[config.mk]
export PLATFORM = sky130hd
export DESIGN_NAME = alu_mul_seq
export DESIGN_NICKNAME = d
export VERILOG_FILES = /design/src/rtl/alu_mul_seq.sv
export SDC_FILE = /design/constraint.sdc
export NUM_CORES = 1
export LEC_CHECK = 0
export CORE_MARGIN = 8
export CORE_UTILIZATION = 35
export DETAILED_ROUTE_END_ITERATION = 8
export GPL_TIMING_DRIVEN = 1
export PLACE_DENSITY_LB_ADDON = 0.25
export SLEW_MARGIN = 15
export SYNTH_ARGS = -nofsm -noshare
export SYNTH_HDL_FRONTEND = slang
export SYNTH_SLANG_ARGS = --single-unit
[constraint.sdc]
create_clock -name clk -period 1.7 [get_ports clk]
set_input_delay 0.255 -clock clk [delete_from_list [all_inputs] [get_ports clk]]
set_output_delay 0.255 -clock clk [all_outputs]
set_load 0.1 [all_outputs]
[src/rtl/alu_mul_seq.sv]
// Sequential shift-add multiplier that borrows an external 32-bit ALU for its additions.
// Optional macro EARLY_EXIT_EN: leave RUN as soon as no multiplier bits remain.
module alu_mul_seq #(
  parameter int         ITERS  = 32,
  parameter logic [3:0] OP_ADD = 4'b0010,
  parameter logic [3:0] OP_OR  = 4'b0001,
  parameter logic [3:0] OP_AND = 4'b0000
) (
  input  logic        clk,
  input  logic        rst,
  input  logic        start_valid,
  output logic        start_ready,
  input  logic [31:0] a_in,
  input  logic [31:0] b_in,
  output logic        res_valid,
  input  logic        res_ready,
  output logic [31:0] res_out,
  output logic        res_zero,
  output logic [31:0] alu_a,
  output logic [31:0] alu_b,
  output logic [3:0]  alu_op,
  input  logic [31:0] alu_result,
  input  logic        alu_zero
);

  typedef enum logic [1:0] {
    S_IDLE = 2'd0,
    S_RUN  = 2'd1,
    S_DONE = 2'd2
  } state_t;

  localparam logic [5:0] LAST_CNT = 6'(ITERS - 1);

  state_t      state;
  state_t      state_nxt;
  logic [31:0] acc;
  logic [31:0] mcand;
  logic [31:0] mplier;
  logic [5:0]  cnt;
  logic        run_last;

  // State register and datapath: load on accept, one shift-add step per RUN cycle
  always_ff @(posedge clk) begin
    if (rst) begin
      state  <= S_IDLE;
      acc    <= 32'd0;
      mcand  <= 32'd0;
      mplier <= 32'd0;
      cnt    <= 6'd0;
    end else begin
      state <= state_nxt;
      case (state)
        S_IDLE: begin
          if (start_valid) begin
            acc    <= 32'd0;
            mcand  <= a_in;
            mplier <= b_in;
            cnt    <= 6'd0;
          end else begin
            cnt    <= cnt;
          end
        end
        S_RUN: begin
          if (mplier[0]) begin
            acc <= alu_result;
          end else begin
            acc <= acc;
          end
          mcand  <= mcand << 1;
          mplier <= mplier >> 1;
          cnt    <= cnt + 6'd1;
        end
        default: begin
          cnt <= cnt;
        end
      endcase
    end
  end

  // Decide whether the current RUN cycle is the final one
  always_comb begin
    run_last = 1'b0;
`ifdef EARLY_EXIT_EN
    if ((cnt == LAST_CNT) || ((mplier >> 1) == 32'd0)) begin
      run_last = 1'b1;
    end else begin
      run_last = 1'b0;
    end
`else
    if (cnt == LAST_CNT) begin
      run_last = 1'b1;
    end else begin
      run_last = 1'b0;
    end
`endif
  end

  // Next-state and output decode; DONE reuses the ALU (acc | 0) to get the zero flag
  always_comb begin
    state_nxt   = state;
    start_ready = 1'b0;
    res_valid   = 1'b0;
    res_out     = 32'd0;
    res_zero    = 1'b0;
    alu_a       = 32'd0;
    alu_b       = 32'd0;
    alu_op      = OP_AND;
    case (state)
      S_IDLE: begin
        start_ready = 1'b1;
        if (start_valid) begin
          state_nxt = S_RUN;
        end else begin
          state_nxt = S_IDLE;
        end
      end
      S_RUN: begin
        alu_a  = acc;
        alu_b  = mcand;
        alu_op = OP_ADD;
        if (run_last) begin
          state_nxt = S_DONE;
        end else begin
          state_nxt = S_RUN;
        end
      end
      S_DONE: begin
        res_valid = 1'b1;
        res_out   = acc;
        res_zero  = alu_zero;
        alu_a     = acc;
        alu_b     = 32'd0;
        alu_op    = OP_OR;
        if (res_ready) begin
          state_nxt = S_IDLE;
        end else begin
          state_nxt = S_DONE;
        end
      end
      default: begin
        state_nxt = S_IDLE;
      end
    endcase
  end

endmodule
After elaboration in Yosys (flattened, before gate mapping)

Cells that the tools add are included.

Register bits after elaboration: 104
Input port bits: 101
Logic and storage cells: 37

Add/sub/neg operators: 1
Eq/ne operators: 5
Muxes and demuxes: 21
Reductions and logical operators: 5

Operator list:

| operator              | number |
|---|---|
| $mux W32              | 7 |
| $pmux W32 S2          | 3 |
| $pmux W6 S2           | 1 |
| $add A6 B1 Y6 const B | 1 |
| $eq A6 B5 Y1 const B  | 1 |
| $mux W6               | 1 |
| $pmux W2 S3           | 1 |
| $mux W1               | 5 |
| $mux W2               | 2 |
| $ne A2 B2 Y1 const B  | 2 |
| $pmux W2 S2           | 1 |
| $reduce_and A3 Y1     | 1 |
| $eq A2 B1 Y1 const B  | 1 |
| $eq A2 B2 Y1 const B  | 1 |
| $logic_not A2 Y1      | 1 |
| $reduce_and A2 Y1     | 1 |
| $reduce_bool A2 Y1    | 1 |
| $reduce_or A2 Y1      | 1 |

Depth between registers and ports, before layout

Depth after elaboration: 4
Mapped depth: 8
Mapped depth without buffers: 5

Worst setup path before layout

OpenSTA, ideal clock, no wires.

Path kind: flip-flop to output port
From: reg state[1]
To: out alu_b[31]
Data arrival time: 2.744 ns
Required time: 1.445 ns
Slack: -1.299 ns
Cell stages (with the launch flop): 7
Path buffers: 3
Cell sequence: dfxtp_1 -> inv_1 -> ha_1 -> buf_2 -> buf_2 -> buf_2 -> and2_1

Cells in the longest elaborated chain, start to end: 2

RTL lines:

| what                   | line | text |
|---|---|---|
| start, declared        | 34   | `state_t state;` |
| start signal, assigned | 51   | `state <= state_nxt;` |
| $eq A2 B1 Y1           | 108  | `case (state)` |
| $mux W32               | 108  |  |
| end, declared          | 20   | `output logic [31:0] alu_b,` |

No other way between the ends.

Final worst setup path

From: reg state[0]
To: out alu_a[19]

Cells in the longest elaborated chain, start to end: 3
Elaborated cells between the ends (all ways): 4
Those cells by class: 2 x eq/ne; 1 x mux; 1 x reduce/logical

RTL lines:

| what                                                | line | text |
|---|---|---|
| $eq A2 B2 Y1 / $eq A2 B1 Y1 (equally long branches) | 108  |  |
| $reduce_or A2 Y1 (no line) *                        | n/a  |  |
| $mux W32 *                                          | 108  |  |
| end, declared                                       | 19   | `output logic [31:0] alu_a,` |

Every way passes the cells marked *; elsewhere a longest branch is shown, timed or not.

==> key figures <==
Clock tree
  – Clock Latency Late Sink: ~0.35 ns
  – CTS Buf Count: 9
  – Hold bufs inserted after CTS: 0
  – Num Clock Sinks: 104
  – Clock Tree Buf Depth: 2
  – H-tree depth: 3
  – Root Buffer: clkbuf_16
  – CTS clk-pin slew, worst paths: 0.08 ns
  – CTS tree: built

STA
  – Max-slew violation count: 0
  – Final Cycle Share: 110.8%
  – Worst Skew: 0.007222 ns
  – RSZ-0062 raised after global routing: yes
  – Highest Clock Rate: 531.0 MHz
  – Hold Fails Final Rpt: 0
  – Post-route setup slack: -0.1831 ns
  – Final Critical Period: about 1.9 ns
  – Final setup TNS: -18.34 ns
  – Worst rel slew slack: 51.25%
  – Slew @ Worst Pin: about 0.73 ns
  – Endpoints failing setup: about 190
  – Min Hold Slack: 0.3630 ns

Detailed routing
  – Via-to-Cell Ratio: 5.533
  – Routed Antenna Nets: 0
  – DR iter-0 viols: slightly below 400
  – Final WL: about 23,000 um
  – Total number of vias: 5,804
  – Residual DRC: 0
  – WL per Instance: about 22 um
  – Drt pass-1 iters: 5

Logic synthesis
  – Mapped Avg Cell Area: ~8 um2
  – Unique masters post-synth: 32
  – Most common cell in the netlist: dfxtp_1
  – Synth warnings: 0
  – Post-synth top area cell: dfxtp_1
  – Syn Inst Count: just over 600
  – Synth top area share: between 40% and 50%
  – Synth top area cells: dfxtp_1, and2_1, nand2_1, mux2i_1, a211oi_1
  – Seq/Total Area, Yosys: 41.43%
  – Asr flop ratio synth: 0%
  – Synthesized flop and latch total: around 100
  – EDFF count, synth: 0
  – Top_reg_cell synth: dfxtp_1
  – Cell Area, Synth: 0.005025 mm2
  – Synth cell count leaders: dfxtp_1, and2_1, nand2_1

Placed design
  – Detailed-placement wirelength estimate: 12,020 um
  – Port Buffers: roughly 200
  – DP Area: roughly 0.0085 mm2
  – GP Congestion: 0.8059

Worst setup path
  – Cell family with most CP delay: flip-flops
  – WP buf/inv: 3
  – CP Launch Type: flop
  – Worst Path Required: 1.44 ns
  – Crit-path most repeated cell: buf_12
  – CP Capture Type: output pin
  – CP Data Arrival Time: 1.63 ns
  – CP peak stage delay: 0.39 ns
  – Worst path depth: 5
  – CP max-delay cell: dfxtp_4
  – Worst Path Max Fanout: 16
  – WS Path Type: reg -> out
  – R2R depth: 9
  – Cell breakdown of the critical path: inv_4, ha_4, buf_12, and2_2, buf_12

Die
  – Core area: roughly 0.014 mm2
  – Die Ht: around 140 um
  – Initial core utilization: 36.06%
  – FP Rows: 43
  – Die Footprint: roughly 0.018 mm2
  – Die Span X: 135.8 um
  – I/O pin count: 204

Global routing
  – GRT overflow: 0
  – Initial antenna violation count: 1
  – Largest net degree at the start of global routing: 46
  – Vias in the first global route: 5,479
  – Global-route wire length before repair: 29,790 um
  – Gr usage total: 20.29%

Worst hold path
  – Min-delay worst type: in -> reg
  – Hold Path Cell Cnt: 2

Final layout
  – Synth-to-layout area growth: 115.3%
  – Total Nets Final: 970
  – Finished layout cell area: 0.01082 mm2
  – Filler Cell Count: 853
  – Layout cells sized above 1: 50.46%

Power
  – Peak VDD IR: 0.4451 mV
  – Static Leak: 4.062 nW
  – PD cells: around 670 mW/mm2

Outcome
  – Failing checks: negative setup slack
  – Outcome: finished, violations left

Job
  – Max-cap violations: 0
-- cell type report --
cell class	instances	area, um2	share of cell area [%]
sequential	104	2090	19.32
tap	180	225.2	2.082
inverter	4	20.02	0.1851
clock buffer	9	225.2	2.082
antenna	1	2.502	0.02313
clock inverter	7	95.09	0.8790
multi-input combinational	458	3622	33.48
timing repair buffer	286	4538	41.95
-- metal layers --
| layer | global-route usage (%) | share of wire, % | wire length [um] | vias up |
|---|---|---|---|---|
| li1 | - | - | - | 2655 |
| met1 | 24.38 | 40 | 9228 | 2835 |
| met2 | 34.60 | 50 | 11650 | 265 |
| met3 | 4.502 | 7.0 | 1622 | 49 |
| met4 | 7.588 | 3.1 | 729 | 0 |
| met5 | 0 | 0 | 0 | - |
-- placed cells by master (no fill, tap or decap), drive strengths merged, types with 2 or more instances in the layout --
cell type and n:
a211oi 34, clkinv 2, a22oi 2, clkdlybuf4s50 99, ha 6, or3 3, nand2 94, conb 2
o21ai 34, nor2 34, mux2i 32, inv 5, a21oi 38, clkinvlp 2, nand3 3, clkbuf 29
a31oi 30, nand4 33, and2 97, buf 166, mux2 5, bufinv 2, dfxtp 104, nor2b 2
-- state kept, by name, summed over array words and instances (netlist names) --
signal / flops
cnt: 6
mcand: 32
acc: 32
state: 2
mplier: 32
-- cells by family (layout without fill, tap and decap cells) --
group / after synthesis / in the layout / share of synthesized area (%)
adder cells (fa/ha/maj): 6 / 6 / 1.494
flip-flops: 104 / 104 / 41.43
AO/OA/AOI/OAI: 140 / 140 / 16.58
multiplexers: 34 / 37 / 6.897
other: 1 / 3 / 0.07463
AND/OR/NAND/NOR: 272 / 273 / 27.56
buffers and inverters: 66 / 306 / 5.951
-- per-stage QoR --
step	setup slack (ns)	cells	total power, mW	util (%)
after floorplan	-0.07980	624	3.538	-
after global placement	-0.05291	959	4.023	60.73
after detailed placement	-0.1962	959	4.063	60.73
after CTS	-0.1542	1010	6.682	68.68
after global routing	-0.2291	1049	7.479	77.63
final	-0.1831	1049	7.267	77.63
-- repair_timing --
item,4_1_cts,5_1_grt
pin swaps,45,64
cloned,18,24
resized for setup,83,198
setup buffers,17,20
endpoints found under the setup margin,135,201
-- final timing paths --
check / from / end / slack [ns]
hold / removal: rst / cnt[1] / 0.36
setup reg to reg: state[1] / acc[6] / -0.15
setup / recovery: state[0] / alu_a[19] / -0.18
hold reg to reg: mcand[26] / mcand[26] / 0.47
-- where the power goes --
part           internal [mW]  total, mW  switching, mW
logic                   1.14       2.26           1.12
clock network           1.29       2.30           1.01
registers               2.58       2.70          0.127
total                   5.01       7.27           2.26
(Power assumes the default switching activity.)
